[src/rtl/pulse_counter_pkg.sv]
// Shared types and constants for the multi-channel windowed pulse counter.
package pulse_counter_pkg;

  typedef enum logic [1:0] {
    IDLE  = 2'b00,
    COUNT = 2'b01,
    LATCH = 2'b10
  } state_t;

  localparam logic [1:0] EDGE_RISE = 2'b00;
  localparam logic [1:0] EDGE_FALL = 2'b01;
  localparam logic [1:0] EDGE_BOTH = 2'b10;

  // Picks the edge event selected by edge_mode; code 2'b11 behaves as rising.
  function automatic logic edge_select(input logic [1:0] mode,
                                       input logic rise,
                                       input logic fall);
    logic sel;
    case (mode)
      EDGE_RISE: sel = rise;
      EDGE_FALL: sel = fall;
      EDGE_BOTH: sel = rise | fall;
      default:   sel = rise;
    endcase
    return sel;
  endfunction

endpackage

[src/rtl/pulse_edge_detect.sv]
// One channel front end: synchroniser, optional glitch filter, edge detector.
// Optional filter enabled by macro PULSE_GLITCH_FILTER_EN.
module pulse_edge_detect
  import pulse_counter_pkg::*;
#(
  parameter int SYNC_STAGES = 2,
  parameter int FILT_LEN    = 4
) (
  input  logic       clk,
  input  logic       rst,
  input  logic       pulse_in,
  input  logic [1:0] edge_mode,
  output logic       edge_pulse
);

  if (SYNC_STAGES < 2 || SYNC_STAGES > 4 || FILT_LEN < 1) begin : g_param_check
    $error("pulse_edge_detect: SYNC_STAGES must be 2..4 and FILT_LEN at least 1");
  end

  logic [SYNC_STAGES-1:0] sync_r;
  logic                   level_s;
  logic                   filt_s;
  logic                   prev_r;
  logic                   rise_s;
  logic                   fall_s;

  // Shift the raw asynchronous input through the synchroniser chain.
  always_ff @(posedge clk or posedge rst) begin
    if (rst) begin
      sync_r <= '0;
    end else begin
      sync_r <= {sync_r[SYNC_STAGES-2:0], pulse_in};
    end
  end

  assign level_s = sync_r[SYNC_STAGES-1];

`ifdef PULSE_GLITCH_FILTER_EN
  localparam int FCW = $clog2(FILT_LEN + 1);

  logic [FCW-1:0] stab_r;
  logic           filt_r;

  // Accept a new level only after it has differed for FILT_LEN straight cycles.
  always_ff @(posedge clk or posedge rst) begin
    if (rst) begin
      stab_r <= '0;
      filt_r <= 1'b0;
    end else if (level_s != filt_r) begin
      if (stab_r == FCW'(FILT_LEN - 1)) begin
        filt_r <= level_s;
        stab_r <= '0;
      end else begin
        stab_r <= stab_r + FCW'(1'b1);
      end
    end else begin
      stab_r <= '0;
    end
  end

  assign filt_s = filt_r;
`else
  assign filt_s = level_s;
`endif

  // Remember last cycle's filtered level for edge comparison.
  always_ff @(posedge clk or posedge rst) begin
    if (rst) begin
      prev_r <= 1'b0;
    end else begin
      prev_r <= filt_s;
    end
  end

  assign rise_s     = filt_s & ~prev_r;
  assign fall_s     = ~filt_s & prev_r;
  assign edge_pulse = edge_select(edge_mode, rise_s, fall_s);

endmodule

[src/rtl/pulse_counter_mc.sv]
// Multi-channel windowed pulse counter: gate-window FSM, timer, saturating
// per-channel accumulators and latched result registers.
// Optional glitch filter in the front end: macro PULSE_GLITCH_FILTER_EN.
module pulse_counter_mc
  import pulse_counter_pkg::*;
#(
  parameter int NUM_CH      = 4,
  parameter int CNT_W       = 16,
  parameter int WIN_W       = 24,
  parameter int SYNC_STAGES = 2,
  parameter int FILT_LEN    = 4
) (
  input  logic                    clk,
  input  logic                    rst,
  input  logic [NUM_CH-1:0]       pulse_in,
  input  logic                    enable,
  input  logic [WIN_W-1:0]        win_len,
  input  logic [1:0]              edge_mode,
  output logic [NUM_CH*CNT_W-1:0] count_out,
  output logic [NUM_CH-1:0]       sat_out,
  output logic                    valid,
  output logic                    busy
);

  localparam logic [CNT_W-1:0] CNT_MAX = '1;
  localparam logic [CNT_W-1:0] CNT_ONE = CNT_W'(1'b1);

  state_t                        state_r;
  state_t                        state_s;
  logic                          start_s;
  logic [WIN_W-1:0]              timer_r;
  logic [NUM_CH-1:0]             edge_s;
  logic [NUM_CH-1:0][CNT_W-1:0]  acc_r;
  logic [NUM_CH-1:0]             acc_sat_r;
  logic [NUM_CH*CNT_W-1:0]       count_out_r;
  logic [NUM_CH-1:0]             sat_out_r;
  logic                          valid_r;
  logic                          busy_r;

  for (genvar ch = 0; ch < NUM_CH; ch++) begin : g_ch
    pulse_edge_detect #(
      .SYNC_STAGES(SYNC_STAGES),
      .FILT_LEN   (FILT_LEN)
    ) u_edge (
      .clk       (clk),
      .rst       (rst),
      .pulse_in  (pulse_in[ch]),
      .edge_mode (edge_mode),
      .edge_pulse(edge_s[ch])
    );
  end

  assign start_s = enable && (win_len != '0);

  // Next-state logic: windows chain back to back while enable holds.
  always_comb begin
    state_s = state_r;
    case (state_r)
      IDLE: begin
        if (start_s) state_s = COUNT;
        else         state_s = IDLE;
      end
      COUNT: begin
        if (!enable)                        state_s = IDLE;
        else if (timer_r == WIN_W'(1'b1))   state_s = LATCH;
        else                                state_s = COUNT;
      end
      LATCH: begin
        if (start_s) state_s = COUNT;
        else         state_s = IDLE;
      end
      default: state_s = IDLE;
    endcase
  end

  // FSM state register.
  always_ff @(posedge clk or posedge rst) begin
    if (rst) state_r <= IDLE;
    else     state_r <= state_s;
  end

  // Window timer: loaded from win_len only when a window starts.
  always_ff @(posedge clk or posedge rst) begin
    if (rst) begin
      timer_r <= '0;
    end else if (state_r != COUNT && state_s == COUNT) begin
      timer_r <= win_len;
    end else if (state_r == COUNT) begin
      timer_r <= timer_r - WIN_W'(1'b1);
    end else begin
      timer_r <= timer_r;
    end
  end

  // Saturating accumulators; a LATCH-cycle edge seeds the next window.
  always_ff @(posedge clk or posedge rst) begin
    if (rst) begin
      acc_r     <= '0;
      acc_sat_r <= '0;
    end else begin
      for (int i = 0; i < NUM_CH; i++) begin
        case (state_r)
          COUNT: begin
            if (!enable) begin
              acc_r[i]     <= '0;
              acc_sat_r[i] <= 1'b0;
            end else if (edge_s[i]) begin
              if (acc_r[i] != CNT_MAX) acc_r[i] <= acc_r[i] + CNT_ONE;
              else                     acc_r[i] <= acc_r[i];
              if (acc_r[i] >= CNT_MAX - CNT_ONE) acc_sat_r[i] <= 1'b1;
              else                               acc_sat_r[i] <= acc_sat_r[i];
            end else begin
              acc_r[i]     <= acc_r[i];
              acc_sat_r[i] <= acc_sat_r[i];
            end
          end
          LATCH: begin
            acc_r[i]     <= edge_s[i] ? CNT_ONE : '0;
            acc_sat_r[i] <= edge_s[i] && (CNT_MAX == CNT_ONE);
          end
          default: begin
            acc_r[i]     <= '0;
            acc_sat_r[i] <= 1'b0;
          end
        endcase
      end
    end
  end

  // Result registers, valid strobe and busy flag.
  always_ff @(posedge clk or posedge rst) begin
    if (rst) begin
      count_out_r <= '0;
      sat_out_r   <= '0;
      valid_r     <= 1'b0;
      busy_r      <= 1'b0;
    end else begin
      valid_r <= (state_r == LATCH);
      busy_r  <= (state_s != IDLE);
      if (state_r == LATCH) begin
        count_out_r <= acc_r;
        sat_out_r   <= acc_sat_r;
      end else begin
        count_out_r <= count_out_r;
        sat_out_r   <= sat_out_r;
      end
    end
  end

  assign count_out = count_out_r;
  assign sat_out   = sat_out_r;
  assign valid     = valid_r;
  assign busy      = busy_r;

endmodule

[config.mk]
export PLATFORM = sky130hd
export DESIGN_NAME = pulse_counter_mc
export DESIGN_NICKNAME = d
export VERILOG_FILES = /design/src/rtl/pulse_counter_pkg.sv /design/src/rtl/pulse_edge_detect.sv /design/src/rtl/pulse_counter_mc.sv
export SDC_FILE = /design/constraint.sdc
export NUM_CORES = 1
export LEC_CHECK = 0
export CORE_MARGIN = 2
export CORE_UTILIZATION = 60
export DETAILED_ROUTE_END_ITERATION = 7
export PLACE_DENSITY = 0.94
export SLEW_MARGIN = 10
export SYNTH_ARGS = -nofsm -noshare
export SYNTH_HDL_FRONTEND = slang
export SYNTH_HIERARCHICAL = 1
export SYNTH_SLANG_ARGS = --single-unit
[constraint.sdc]
create_clock -name clk -period 14.6 [get_ports clk]
set_input_delay 2.19 -clock clk [delete_from_list [all_inputs] [get_ports clk]]
set_output_delay 2.19 -clock clk [all_outputs]
set_load 0.05 [all_outputs]
==> results by group <==
Run status
  • Status: finished, final reports clean

Drt
  • Final WL: 21000 µm
  • DR iter-0 viols: 948
  • Remaining routing DRC violations: 0
  • Total number of vias: 7429
  • Wire per inst: 18.2 µm
  • DRT antenna net count: 0
  • 1st-pass router iterations: 5
  • Via density: 6.44

Global route
  • Met3 usage: 0.0552
  • First-pass GRT wire length: 35400 µm
  • Largest net degree at the start of global routing: 94
  • Vias in the first global route: 7217
  • Initial antenna violation count: 0
  • M2 GR Usage: 0.468
  • Total grt overflow: 0
  • Tot GR Track Use: 0.273
  • Global routing usage on met1: 0.351
  • GRT busiest layer: met2

Synthesis
  • FFs w/ async S/R, synth: 1.00
  • EDFF count, synth: 0
  • Synthesized instance count: 875
  • YS warnings: 6
  • Synthesized flop and latch total: 176
  • Synth Area per Inst: 10.2 µm²
  • Netlist cell types: 64
  • Cell Area, Synth: 0.00896 mm²
  • Synth top area cells: dfrtp_1 (49%), mux2_2 (8.5%), ha_1 (4.2%)
  • Top-area cell type share of the netlist area: 0.491
  • Ys flop type: dfrtp_1
  • Register area share after synthesis: 0.491
  • Synth area leader: dfrtp_1
  • Syn nets: 938

STA
  • Worst Hold Slack: 350 ps
  • Period utilization: 0.339
  • Final-report hold violation count: 0
  • Worst rel slew slack: 0.190
  • RSZ-0062 raised after global routing: no
  • Setup TNS: 0 ps
  • Setup ws final: 9650 ps
  • Final clock skew: 6.64 ps
  • Fin crit period: 4950 ps
  • Slew @ Worst Pin: 1200 ps
  • # setup viols final: 0
  • FMAX: 202 MHz
  • Fin. max-slew vios: 0

Clock tree
  • Clock Path Buffers: 2
  • Clk root buf: clkbuf_16
  • Cts hold-fix bufs: 0
  • Post-CTS resize count: 0
  • Post-CTS setup buffers: 0
  • CTS tree: yes
  • H-Tree Depth: 4
  • Reg clk slew, reported paths: 60 ps
  • Worst skew pair latency: 430 ps
  • Num CTS Buffers: 17
  • Sink Count: 176

Floorplanning
  • Die Height: 126 µm
  • Ports: 103
  • FP Rows: 44
  • Starting Density: 0.614
  • Die area: 0.0159 mm²
  • Die width: 126 µm
  • Area of the core: 0.0146 mm²

Final layout
  • Cell area after layout: 0.0107 mm²
  • Fraction of layout cells with a size suffix above 1: 0.125
  • Commonest non-fill, non-tap cell in the layout: dfrtp_1
  • Fillers: 941
  • Area grow syn2layout: 19.3%
  • Antenna fix cells: 0
  • Nets: 1021
  • Most frequent cells in the layout: dfrtp_1 (176), clkdlybuf4s50_1 (102), mux2_2 (68)
  • Non-filler cells, final: 1154
  • Final core utilization: 0.733

Power and ir drop
  • Sw power: 0.320 mW
  • Pwr dens: 110 mW/mm²
  • Internal Pwr Total: 0.859 mW
  • Total Power: 1.18 mW
  • Sequential power share: 0.468
  • Leakage: 4.45 nW
  • Combinational fraction of design power: 0.130
  • Clock share of power: 0.402
  • Maximum VDD drop: 93.1 µV
  • Sw Share: 0.271

Flow run
  • Max Cap Violations: 0

Critical path
  • R2R Path End: timer_r[21]
  • R2R cell count: 8
  • R2r startpoint: state_r[0]
  • Crit. Startpoint: edge_mode[0]
  • CP Launch Type: input port
  • Worst-path fanout max: 8
  • Critical path endpoint: acc_r[50]
  • Reg2Reg Setup Slack: 11560 ps
  • Arr. time, crit path: 5300 ps
  • Crit Path Category: in -> reg
  • Required time of the critical path: 14950 ps
  • CP endpoint kind: register

Placed design
  • Dpl ws: 9330 ps
  • Cells after DPL: 1123
  • Placer Congestion: 0.894
  • Port bufs: 102
  • Post-DP HPWL: 13500 µm
  • Placed cell areas: 0.0101 mm²

Min path
  • Hold Path Depth: 0
  • Hold crit path type: reg -> reg
==> cell type report <==
type | instances | area [µm²] | area share
Multi-Input combinational cell | 617 | 4230 | 0.396
Timing Repair Buffer | 107 | 1060 | 0.0990
Sequential cell | 176 | 4400 | 0.412
Clock buffer | 23 | 488 | 0.0456
Inverter | 39 | 151 | 0.0142
Clock inverter | 8 | 126 | 0.0118
Tap cell | 184 | 230 | 0.0215
==> power by group through the flow <==
stage / Sequential, mW / Combinational (mW) / Clock (mW)
2_1_floorplan: 0.552 / 0.110 / 0
3_3_place_gp: 0.557 / 0.143 / 0
3_5_place_dp: 0.559 / 0.150 / 0
4_1_cts: 0.551 / 0.152 / 0.477
5_1_grt: 0.556 / 0.171 / 0.500
6_report: 0.551 / 0.153 / 0.474
==> worst min path at each step <==
stage,from,end,slack [ps]
6_report,g_ch[0].u_edge/sync_r[0],g_ch[0].u_edge/sync_r[1],350
5_1_grt,g_ch[1].u_edge/sync_r[0],g_ch[1].u_edge/sync_r[1],350
4_1_cts,g_ch[0].u_edge/sync_r[0],g_ch[0].u_edge/sync_r[1],350
3_5_place_dp,g_ch[3].u_edge/sync_r[0],g_ch[3].u_edge/sync_r[1],340
3_3_place_gp,g_ch[1].u_edge/sync_r[0],g_ch[1].u_edge/sync_r[1],340
2_1_floorplan,g_ch[0].u_edge/sync_r[0],g_ch[0].u_edge/sync_r[1],330
==> worst max-delay path: stages <==
cell and delay [ps]:
clkdlybuf4s50_1 630, inv_1 80, ha_1 310, nor2b_1 130, a31oi_1 730, o211ai_1 460
or3b_2 600, a21oi_1 170
==> cells in the mapped netlist (all sizes together) (7+ instances only) <==
master,instances
and2,9
clkbuf,22
nand3b,11
buf,21
nand2,65
nor4,13
nand4,18
dfrtp,176
or3,21
o31ai,7
and3,16
a31oi,13
a21oi,59
inv,39
mux2,68
o211ai,22
and4,7
or4,10
mux2i,15
ha,30
nand3,64
xnor2,8
nor2,38
nor3,13
o21ai,44
a211oi,12
==> cell families after synthesis <==
kind of cell / Yosys count / synth area share
AND/OR/NAND/NOR: 302 / 0.181
AO/OA/AOI/OAI: 191 / 0.135
flip-flops: 176 / 0.491
multiplexers: 83 / 0.102
buffers and inverters: 82 / 0.0378
adder cells (fa/ha/maj): 30 / 0.0419
XOR/XNOR: 11 / 0.0108
==> flip-flops by register name (all words and copies together) (netlist names) <==
register,count
valid,1
state_r,2
g_ch.u_edge/prev_r,4
busy,1
g_ch.u_edge/sync_r,8
acc_sat_r,4
sat_out,4
count_out,64
timer_r,24
acc_r,64
==> layer usage <==
| layer | part of all wire | wire length (µm) | up-vias |
|---|---|---|---|
| met5 | 0 | 0 | - |
| met4 | 0.021 | 441 | 0 |
| met3 | 0.065 | 1380 | 53 |
| met2 | 0.51 | 10700 | 346 |
| met1 | 0.40 | 8490 | 3644 |
| li1 | - | - | 3386 |
(Power assumes the default switching activity.)
